--- config.mk ---
export PLATFORM = sky130hd
export DESIGN_NAME = led_pattern_gen
export DESIGN_NICKNAME = d
export VERILOG_FILES = /design/src/rtl/led_pattern_gen.sv
export SDC_FILE = /design/constraint.sdc
export NUM_CORES = 1
export LEC_CHECK = 0
export BUFFER_PORTS_ARGS = -buffer_cell sky130_fd_sc_hd__buf_2
export CORE_MARGIN = 3
export CORE_UTILIZATION = 40
export CTS_BUF_LIST = sky130_fd_sc_hd__clkbuf_4 sky130_fd_sc_hd__clkbuf_8
export DETAILED_ROUTE_END_ITERATION = 6
export GPL_TIMING_DRIVEN = 0
export PLACE_DENSITY_LB_ADDON = 0.3
export SLEW_MARGIN = 20
export SYNTH_ARGS = -nofsm -noshare
export SYNTH_HDL_FRONTEND = slang
export SYNTH_SLANG_ARGS = --single-unit
--- constraint.sdc ---
create_clock -name clk -period 3.4 [get_ports clk]
set_clock_uncertainty 0.05 [all_clocks]
set_input_delay 0.34 -clock clk [delete_from_list [all_inputs] [get_ports clk]]
set_output_delay 0.34 -clock clk [all_outputs]
set_load 0.05 [all_outputs]
--- src/rtl/led_pattern_gen.sv ---
// LED pattern generator: four animations (bounce, rotate, binary count,
// thermometer fill) stepped by a speed-selectable prescaler, controlled by
// three synchronised and debounced push-buttons (mode, speed, pause).
module led_pattern_gen #(
  parameter int NUM_LEDS        = 8,
  parameter int STEP_DIV        = 1048576,
  parameter int DEBOUNCE_CYCLES = 250000
) (
  input  logic                clk,
  input  logic                rst_n,
  input  logic                btn_mode,
  input  logic                btn_speed,
  input  logic                btn_pause,
  output logic [NUM_LEDS-1:0] led,
  output logic [1:0]          mode,
  output logic [1:0]          speed,
  output logic                paused,
  output logic                step_tick
);

  localparam int PW   = $clog2(STEP_DIV);
  localparam int POSW = $clog2(NUM_LEDS);
  localparam int DBW  = $clog2(DEBOUNCE_CYCLES);

  localparam logic [1:0] MODE_BOUNCE = 2'd0;
  localparam logic [1:0] MODE_ROTATE = 2'd1;
  localparam logic [1:0] MODE_COUNT  = 2'd2;
  localparam logic [1:0] MODE_FILL   = 2'd3;

  localparam logic [NUM_LEDS-1:0] LED_ONE  = {{(NUM_LEDS-1){1'b0}}, 1'b1};
  localparam logic [NUM_LEDS-1:0] LED_ZERO = {NUM_LEDS{1'b0}};
  localparam logic [POSW-1:0]     POS_MAX  = POSW'(NUM_LEDS - 1);
  localparam logic [POSW-1:0]     POS_ZERO = {POSW{1'b0}};
  localparam logic [DBW-1:0]      DB_MAX   = DBW'(DEBOUNCE_CYCLES - 1);

  // Button vector index: 0 mode, 1 speed, 2 pause
  localparam int BTN_MODE  = 0;
  localparam int BTN_SPEED = 1;
  localparam int BTN_PAUSE = 2;

  // One-hot LED pattern for a bounce position
  function automatic logic [NUM_LEDS-1:0] onehot(input logic [POSW-1:0] p);
    onehot = LED_ONE << p;
  endfunction

  // Pattern shown right after entering a mode
  function automatic logic [NUM_LEDS-1:0] init_pattern(input logic [1:0] m);
    case (m)
      MODE_BOUNCE: init_pattern = LED_ONE;
      MODE_ROTATE: init_pattern = LED_ONE;
      MODE_COUNT:  init_pattern = LED_ZERO;
      MODE_FILL:   init_pattern = LED_ZERO;
      default:     init_pattern = LED_ONE;
    endcase
  endfunction

  logic [2:0]          btn_s;
  logic [2:0]          sync1_q, sync2_q;
  logic [2:0][DBW-1:0] db_cnt_q, db_cnt_d;
  logic [2:0]          stable_q, stable_d;
  logic [2:0]          press_q, press_d;

  logic [PW-1:0]       presc_q, presc_d;
  logic [POSW-1:0]     pos_q, pos_d;
  logic                dir_q, dir_d;          // 0 = moving up, 1 = moving down
  logic [NUM_LEDS-1:0] led_q, led_d;
  logic [1:0]          mode_q, mode_d;
  logic [1:0]          speed_q, speed_d;
  logic                paused_q, paused_d;
  logic                step_tick_q, step_tick_d;

  logic [PW:0]         period_s, period_m1_s;
  logic                presc_last_s, step_s;

  assign btn_s = {btn_pause, btn_speed, btn_mode};

  // Two-flop synchronisers for the asynchronous button pins
  always_ff @(posedge clk or negedge rst_n) begin
    if (!rst_n) begin
      sync1_q <= 3'b000;
      sync2_q <= 3'b000;
    end else begin
      sync1_q <= btn_s;
      sync2_q <= sync1_q;
    end
  end

  // Debounce: count while the synchronised level disagrees with the accepted one
  always_comb begin
    db_cnt_d = db_cnt_q;
    stable_d = stable_q;
    press_d  = 3'b000;
    for (int i = 0; i < 3; i++) begin
      if (sync2_q[i] != stable_q[i]) begin
        if (db_cnt_q[i] == DB_MAX) begin
          stable_d[i] = sync2_q[i];
          db_cnt_d[i] = {DBW{1'b0}};
          press_d[i]  = sync2_q[i];
        end else begin
          db_cnt_d[i] = db_cnt_q[i] + DBW'(1);
        end
      end else begin
        db_cnt_d[i] = {DBW{1'b0}};
      end
    end
  end

  // Debounce state and registered press pulses
  always_ff @(posedge clk or negedge rst_n) begin
    if (!rst_n) begin
      db_cnt_q <= '0;
      stable_q <= 3'b000;
      press_q  <= 3'b000;
    end else begin
      db_cnt_q <= db_cnt_d;
      stable_q <= stable_d;
      press_q  <= press_d;
    end
  end

  // Step period for the current speed and the step condition
  always_comb begin
    period_s     = (PW+1)'(STEP_DIV) >> speed_q;
    period_m1_s  = period_s - (PW+1)'(1);
    presc_last_s = ({1'b0, presc_q} == period_m1_s);
    step_s       = !paused_q && presc_last_s &&
                   !press_q[BTN_MODE] && !press_q[BTN_SPEED];
  end

  // Next-state logic for prescaler, animation and control registers
  always_comb begin
    presc_d     = presc_q;
    pos_d       = pos_q;
    dir_d       = dir_q;
    led_d       = led_q;
    mode_d      = mode_q;
    speed_d     = speed_q;
    paused_d    = paused_q;
    step_tick_d = 1'b0;

    // Prescaler: cleared by mode/speed presses, frozen while paused
    if (press_q[BTN_MODE] || press_q[BTN_SPEED]) begin
      presc_d = {PW{1'b0}};
    end else if (paused_q) begin
      presc_d = presc_q;
    end else if (presc_last_s) begin
      presc_d = {PW{1'b0}};
    end else begin
      presc_d = presc_q + PW'(1);
    end

    // Pattern: a mode press overrides any step on the same cycle
    if (press_q[BTN_MODE]) begin
      mode_d = mode_q + 2'd1;
      pos_d  = POS_ZERO;
      dir_d  = 1'b0;
      led_d  = init_pattern(mode_d);
    end else if (step_s) begin
      step_tick_d = 1'b1;
      case (mode_q)
        MODE_BOUNCE: begin
          if (!dir_q) begin
            if (pos_q == POS_MAX) begin
              dir_d = 1'b1;
              pos_d = pos_q - POSW'(1);
            end else begin
              pos_d = pos_q + POSW'(1);
            end
          end else begin
            if (pos_q == POS_ZERO) begin
              dir_d = 1'b0;
              pos_d = pos_q + POSW'(1);
            end else begin
              pos_d = pos_q - POSW'(1);
            end
          end
          led_d = onehot(pos_d);
        end
        MODE_ROTATE: led_d = {led_q[NUM_LEDS-2:0], led_q[NUM_LEDS-1]};
        MODE_COUNT:  led_d = led_q + LED_ONE;
        MODE_FILL: begin
          if (&led_q) begin
            led_d = LED_ZERO;
          end else begin
            led_d = {led_q[NUM_LEDS-2:0], 1'b1};
          end
        end
        default: led_d = led_q;
      endcase
    end else begin
      led_d = led_q;
    end

    if (press_q[BTN_SPEED]) begin
      speed_d = speed_q + 2'd1;
    end else begin
      speed_d = speed_q;
    end

    if (press_q[BTN_PAUSE]) begin
      paused_d = !paused_q;
    end else begin
      paused_d = paused_q;
    end
  end

  // Animation and control registers; all outputs come straight from here
  always_ff @(posedge clk or negedge rst_n) begin
    if (!rst_n) begin
      presc_q     <= {PW{1'b0}};
      pos_q       <= POS_ZERO;
      dir_q       <= 1'b0;
      led_q       <= LED_ONE;
      mode_q      <= MODE_BOUNCE;
      speed_q     <= 2'd0;
      paused_q    <= 1'b0;
      step_tick_q <= 1'b0;
    end else begin
      presc_q     <= presc_d;
      pos_q       <= pos_d;
      dir_q       <= dir_d;
      led_q       <= led_d;
      mode_q      <= mode_d;
      speed_q     <= speed_d;
      paused_q    <= paused_d;
      step_tick_q <= step_tick_d;
    end
  end

  assign led       = led_q;
  assign mode      = mode_q;
  assign speed     = speed_q;
  assign paused    = paused_q;
  assign step_tick = step_tick_q;

endmodule

* Word-level counts from Yosys, hierarchy flattened *
Index checks and enable logic that the tools add are counted.

operators by class
  add/sub/neg operators = 10
  eq/ne operators = 15
  shift operators = 2
  multiplexer cells = 37
  reduce and logical (&&, ||, !) cells = 19

operator list
  kind                     number
  $mux W18                 6
  $mux W20                 3
  $add A18 B1 Y18 const B  3
  $eq A18 B18 Y1 const B   3
  $pmux W8 S4              1
  $mux W3                  9
  $mux W8                  3
  $eq A20 B21 Y1           1
  $shr A21 B2 Y21 const A  1
  $sub A21 B1 Y21 const B  1
  $add A20 B1 Y20 const B  1
  $pmux W8 S2              1
  $mux W1                  14
  $add A8 B1 Y8 const B    1
  $eq A2 B2 Y1 const B     4
  $reduce_and A2 Y1        4
  $reduce_and A8 Y1        1
  $shl A1 B3 Y8 const A    1
  $add A2 B1 Y2 const B    2
  $eq A2 B1 Y1 const B     2
  $logic_not A2 Y1         2
  $reduce_bool A2 Y1       2
  $reduce_or A2 Y1         2
  $add A3 B1 Y3 const B    1
  other kinds (8)          14

storage, ports and cells
  flip-flop bits (word level) = 104
  input bits = 5
  output and inout port bits = 14
  logic and storage cells = 100

* Longest topological paths before layout *
  word-level depth = 12
  gate-level depth with buffers = 9
  gate-level depth less buffers = 8

* Worst setup path after synthesis *
Ideal clock, no wire load.

  kind = register to register
  start point = register speed_q[0], in the netlist speed[0]
  end point = register presc_q[19]
  library setup time = 0.121 ns
  arrival time = 2.196 ns
  required time = 3.229 ns
  setup slack = 1.033 ns
  stages on the path, launching flop included = 9
  buffers on the path = 1
  clock period less this slack = 2.367 ns
  cells stage by stage = dfrtp_1 -> inv_1 -> ha_1 -> xnor2_1 -> mux2i_1 -> a31oi_1 -> buf_4 -> a21o_1 -> a22o_1

between the ends
  cells in the longest elaborated chain, start to end = 6

RTL lines
  item                      RTL line  source
  start: declaration        68        logic [1:0] speed_q, speed_d;
  start signal: assignment  224       speed_q <= speed_d;
  $shr A21 B2 Y21           123       period_s = (PW+1)'(STEP_DIV) >> speed_q;
  $sub A21 B1 Y21           124       period_m1_s = period_s - (PW+1)'(1);
  $eq A20 B21 Y1            125       presc_last_s = ({1'b0, presc_q} == period_m1_s);
  $mux W20                  146       end else if (presc_last_s) begin
  $mux W20                  144       end else if (paused_q) begin
  $mux W20                  142       if (press_q[BTN_MODE] || press_q[BTN_SPEED]) begin
  end signal: assignment    210       presc_q <= {PW{1'b0}};
  end signal: assignment    219       presc_q <= presc_d;
  end: declaration          63        logic [PW-1:0] presc_q, presc_d;

No other way between the ends. The select of a mux whose other input is x is not followed.
A chain may end at the register's enable or synchronous reset.

* Final worst setup path *
  start point = register pos_q[0]
  end point = register led_q[6], in the netlist led[6]

between the ends
  cells in the longest elaborated chain, start to end = 10
  elaborated cells on any way between the ends = 14
  classes of those cells = add/sub: 2; eq/ne: 1; shift: 1; mux: 9; reduce/logical: 1

RTL lines
  item                                   RTL line  source
  start: declaration                     64        logic [POSW-1:0] pos_q, pos_d;
  start signal: assignment               220       pos_q <= pos_d;
  $add A3 B1 Y3 (tied with other cells)  167, 172
  $mux W3 (on tied branches)             163, 170
  $mux W3 (*)                            162       if (!dir_q) begin
  $mux W3 (*)                            160       case (mode_q)
  $mux W3 (*)                            158       end else if (step_s) begin
  $mux W3 (*)                            153       if (press_q[BTN_MODE]) begin
  $shl A1 B3 Y8 (*)                      43        onehot = LED_ONE << p;
  $pmux W8 S4 (*)                        160
  $mux W8 (*)                            158
  $mux W8 (*)                            153
  end signal: assignment                 222       led_q <= led_d;
  end: declaration                       66        logic [NUM_LEDS-1:0] led_q, led_d;

Mark *: on every way between the ends. The rest lies on a longest branch, timed or not. The select of a mux whose other input is x is not followed.

==> results.md <==
* Outcome: completed
* Slowest CP cell: dfrtp_1
* Ys Warns at 0
* Syn Area/Cell at slightly below 10 um^2
* Max-Cap Viols at 0
* Hold WC Path Type: input port to flip-flop
* Largest net degree at the start of global routing at 60
* FF-to-FF End: led[6]
* Die ar. at 14,800 um^2
* Hold Startpoint: btn_pause
* Initial core utilization at 41.6%
* Via/cell ratio at roughly 5.3
* Part of the cycle the worst path needs at between 70% and 80%
* Core area at around 13,000 um^2
* Critical Path Max Stage Delay at 360 ps
* Post-synth top flop: dfrtp_1
* DRT iter0 DRCs at 317
* Setup_tns at 0 ps
* CTS tree: yes
* Most used cell, CP: ha_1
* Beginning of the critical path: pos_q[0]
* Fin crit period at 2460 ps
* DR pass1 iterations at 5
* Hold Crit Depth at 1
* Final std cells w/o fill at around 760
* Num CTS Buffers at 9
* Yosys top cell area share at roughly half
* Clock Tree Buf Depth at 2
* Layout Utilization at between 40 and 50%
* CTS resizes at 0
* IO buf count at 18
* Num ports at 19
* Final wirelength at just over 10,000 um
* Pwr dens at about 360 nW/um^2
* Crit end category: flip-flop
* Antenna cell count at 0
* Slew headroom at between 30% and 40%
* GP Congestion at 0.868
* GR Util All Layers at roughly 15%
* DP Cell Count at 745
* Layout cells sized above 1 at about 8.3%
* RR Startpoint: pos_q[0]
* DRC at 0
* RSZ-0062 raised after global routing: false
* H-Tree Depth at 3
* Cell taking the most area after synthesis: dfrtp_1
* Die Span Y at between 100 and 150 um
* Clock sink count at 104
* Vias in the first global route at a little under 4,000
* Syn nets at between 500 and 600
* Worst Reg2Reg Path Length in Cells at 9
* Routed wire per std cell at between 10 and 15 um
* Site Rows at 41
* Leak pwr at 2.63 nW
* Gate Count Post-Synth at approximately 550
* Mapped cell area at about 5400 um^2
* Worst slew pin tran at roughly 1000 ps
* Area growth from synthesis to layout at 10.6%
* Worst VDD drop at roughly 0.00024 V
* Startpoint Class: flip-flop
* Critical path fanouts, max at 9
* Clock latency on the worst-skew pair at 370 ps
* Min Hold Slack at about 28 ps
* GRT overflow at 0
* Vias at ~4,000
* Maximum clock frequency at about 0.41 GHz
* Clock transition at the registers of the reported paths at ~100 ps
* DP Worst Slack at between 900 and 1000 ps
* Slew Limit Fails at 0
* Yosys cell types at between 40 and 50
* Initial antenna violation count at 0
* HPWL after DPL at 7210 um
* Overall power at roughly 2.1 mW
* Fin area at between 5000 and 6000 um^2
* Clk Tree Root Cell: clkbuf_8
* CP Capture Point: led[6]
* R2R Setup Slk at about 940 ps
* Number of synthesized register bits at roughly 100
* Width of the die at 122 um
* EDFF count, synth at 0
* Final Hold Vio Count at 0
* Net count, final at just over 600
* Antenna viol nets, final at 0
* Kind of critical path: flip-flop to flip-flop
* First-pass GRT wire length at between 15,000 and 20,000 um
* Placed Area at 5690 um^2
* Asr flop ratio synth at 100%
* Critical path arrival at 2670 ps
* Sequential area share after synthesis at between 40% and 50%
* Final Setup Violations at 0
* Fin worst setup slack at about 940 ps
* Worst-path cell chain: clkbuf_1 -> inv_1 -> ha_1 -> ha_1 -> nand2b_1 -> and3_1 -> or2_2 -> a21oi_1 -> o31ai_1
* WP data required at ~3600 ps
* Area contributors post-synth: dfrtp_1 (48%), xnor2_1 (5.6%), xor2_1 (4.9%)
synth_stat cells (all sizes together), types with 4 or more instances:
master  number
a21o         5
a21oi       20
a221oi       4
a31oi        5
and3        19
and4         6
buf          4
clkbuf      13
dfrtp      103
ha          16
inv         20
mux2         4
mux2i        4
nand2       38
nand2b       4
nand3       50
nand3b       5
nand4       17
nor2        68
nor3        19
nor3b        6
nor4         8
o21ai       18
or3          6
xnor2       34
xor2        30
where the power goes:
| group | leakage [nW] | switching (mW) | internal (mW) |
|---|---|---|---|
| clock network | 0.106 | 0.424 | 0.391 |
| logic | 1.11 | 0.0415 | 0.0176 |
| registers | 1.41 | 0.00868 | 1.25 |
state kept, by name, summed over array words and instances (netlist names):
name	count
step_tick	1
paused	1
speed	2
sync2_q	3
mode	2
sync1_q	3
db_cnt_q	54
press_q	3
dir_q	1
pos_q	3
led	8
presc_q	20
stable_q	3
layout by cell type (no fill, tap or decap), types with 11 or more instances in the layout:
cell type and n:
o21ai_0 18, nand3_1 50, clkbuf_1 12, nand2_1 38, buf_2 19, dfrtp_1 103
xor2_1 30, nor2_1 68, clkbuf_8 11, xnor2_1 34, nand4_1 16, ha_1 16
nor3_1 19, and3_1 19, inv_1 20, a21oi_1 20
worst min-delay path by stage:
stage                              to  slack, ps
after floorplan           db_cnt_q[0]         -6
after global placement     sync2_q[1]        280
after detailed placement  db_cnt_q[6]        250
after CTS                  sync1_q[2]        0.1
after global routing       sync1_q[2]        0.6
final                      sync1_q[2]         30
critical path, delay by kind of cell (launching register included):
family          cells  cell delay, ps
simple gates        3             790
flops               1             360
buf+inv             2             450
fa+ha+maj           2             410
compound gates      2             290
per-layer routing:
| layer | wire [um] | vias up | global-route usage (%) | share of wire [%] |
|---|---|---|---|---|
| met1 | 4990 | 1974 | 20.6 | 48 |
| met3 | 325 | 5 | 3.11 | 3.1 |
| met5 | 0 | - | 0 | 0 |
| li1 | - | 2018 | - | - |
| met4 | 79 | 0 | 4.13 | 0.77 |
| met2 | 4930 | 69 | 24.3 | 48 |
timing repair:
action	in CTS	in global routing
hold buffers	2	0
buffers inserted	0	0
hold endpoints to repair	46	0
area by class of cell:
cell class	instances	area (um^2)
Multi-Input combinational cell	413	2590
Timing Repair Buffer	21	144
Clock inverter	4	51.3
Clock buffer	12	159
Inverter	20	75.1
Buffer	17	78.8
Fill cell	1251	6950
Sequential cell	104	2600
Tap cell	172	215
logic make-up (layout without fill, tap and decap cells):
| family | count (synthesis) | in the layout | synth area share (%) |
|---|---|---|---|
| simple gates | 258 | 258 | 24.8 |
| xor+xnor | 64 | 64 | 10.5 |
| buf+inv | 37 | 74 | 2.88 |
| compound gates | 67 | 67 | 7.85 |
| flops | 104 | 104 | 48.6 |
| mux | 8 | 8 | 1.59 |
| fa+ha+maj | 16 | 16 | 3.74 |
Power figures use the tool's default switching activity.
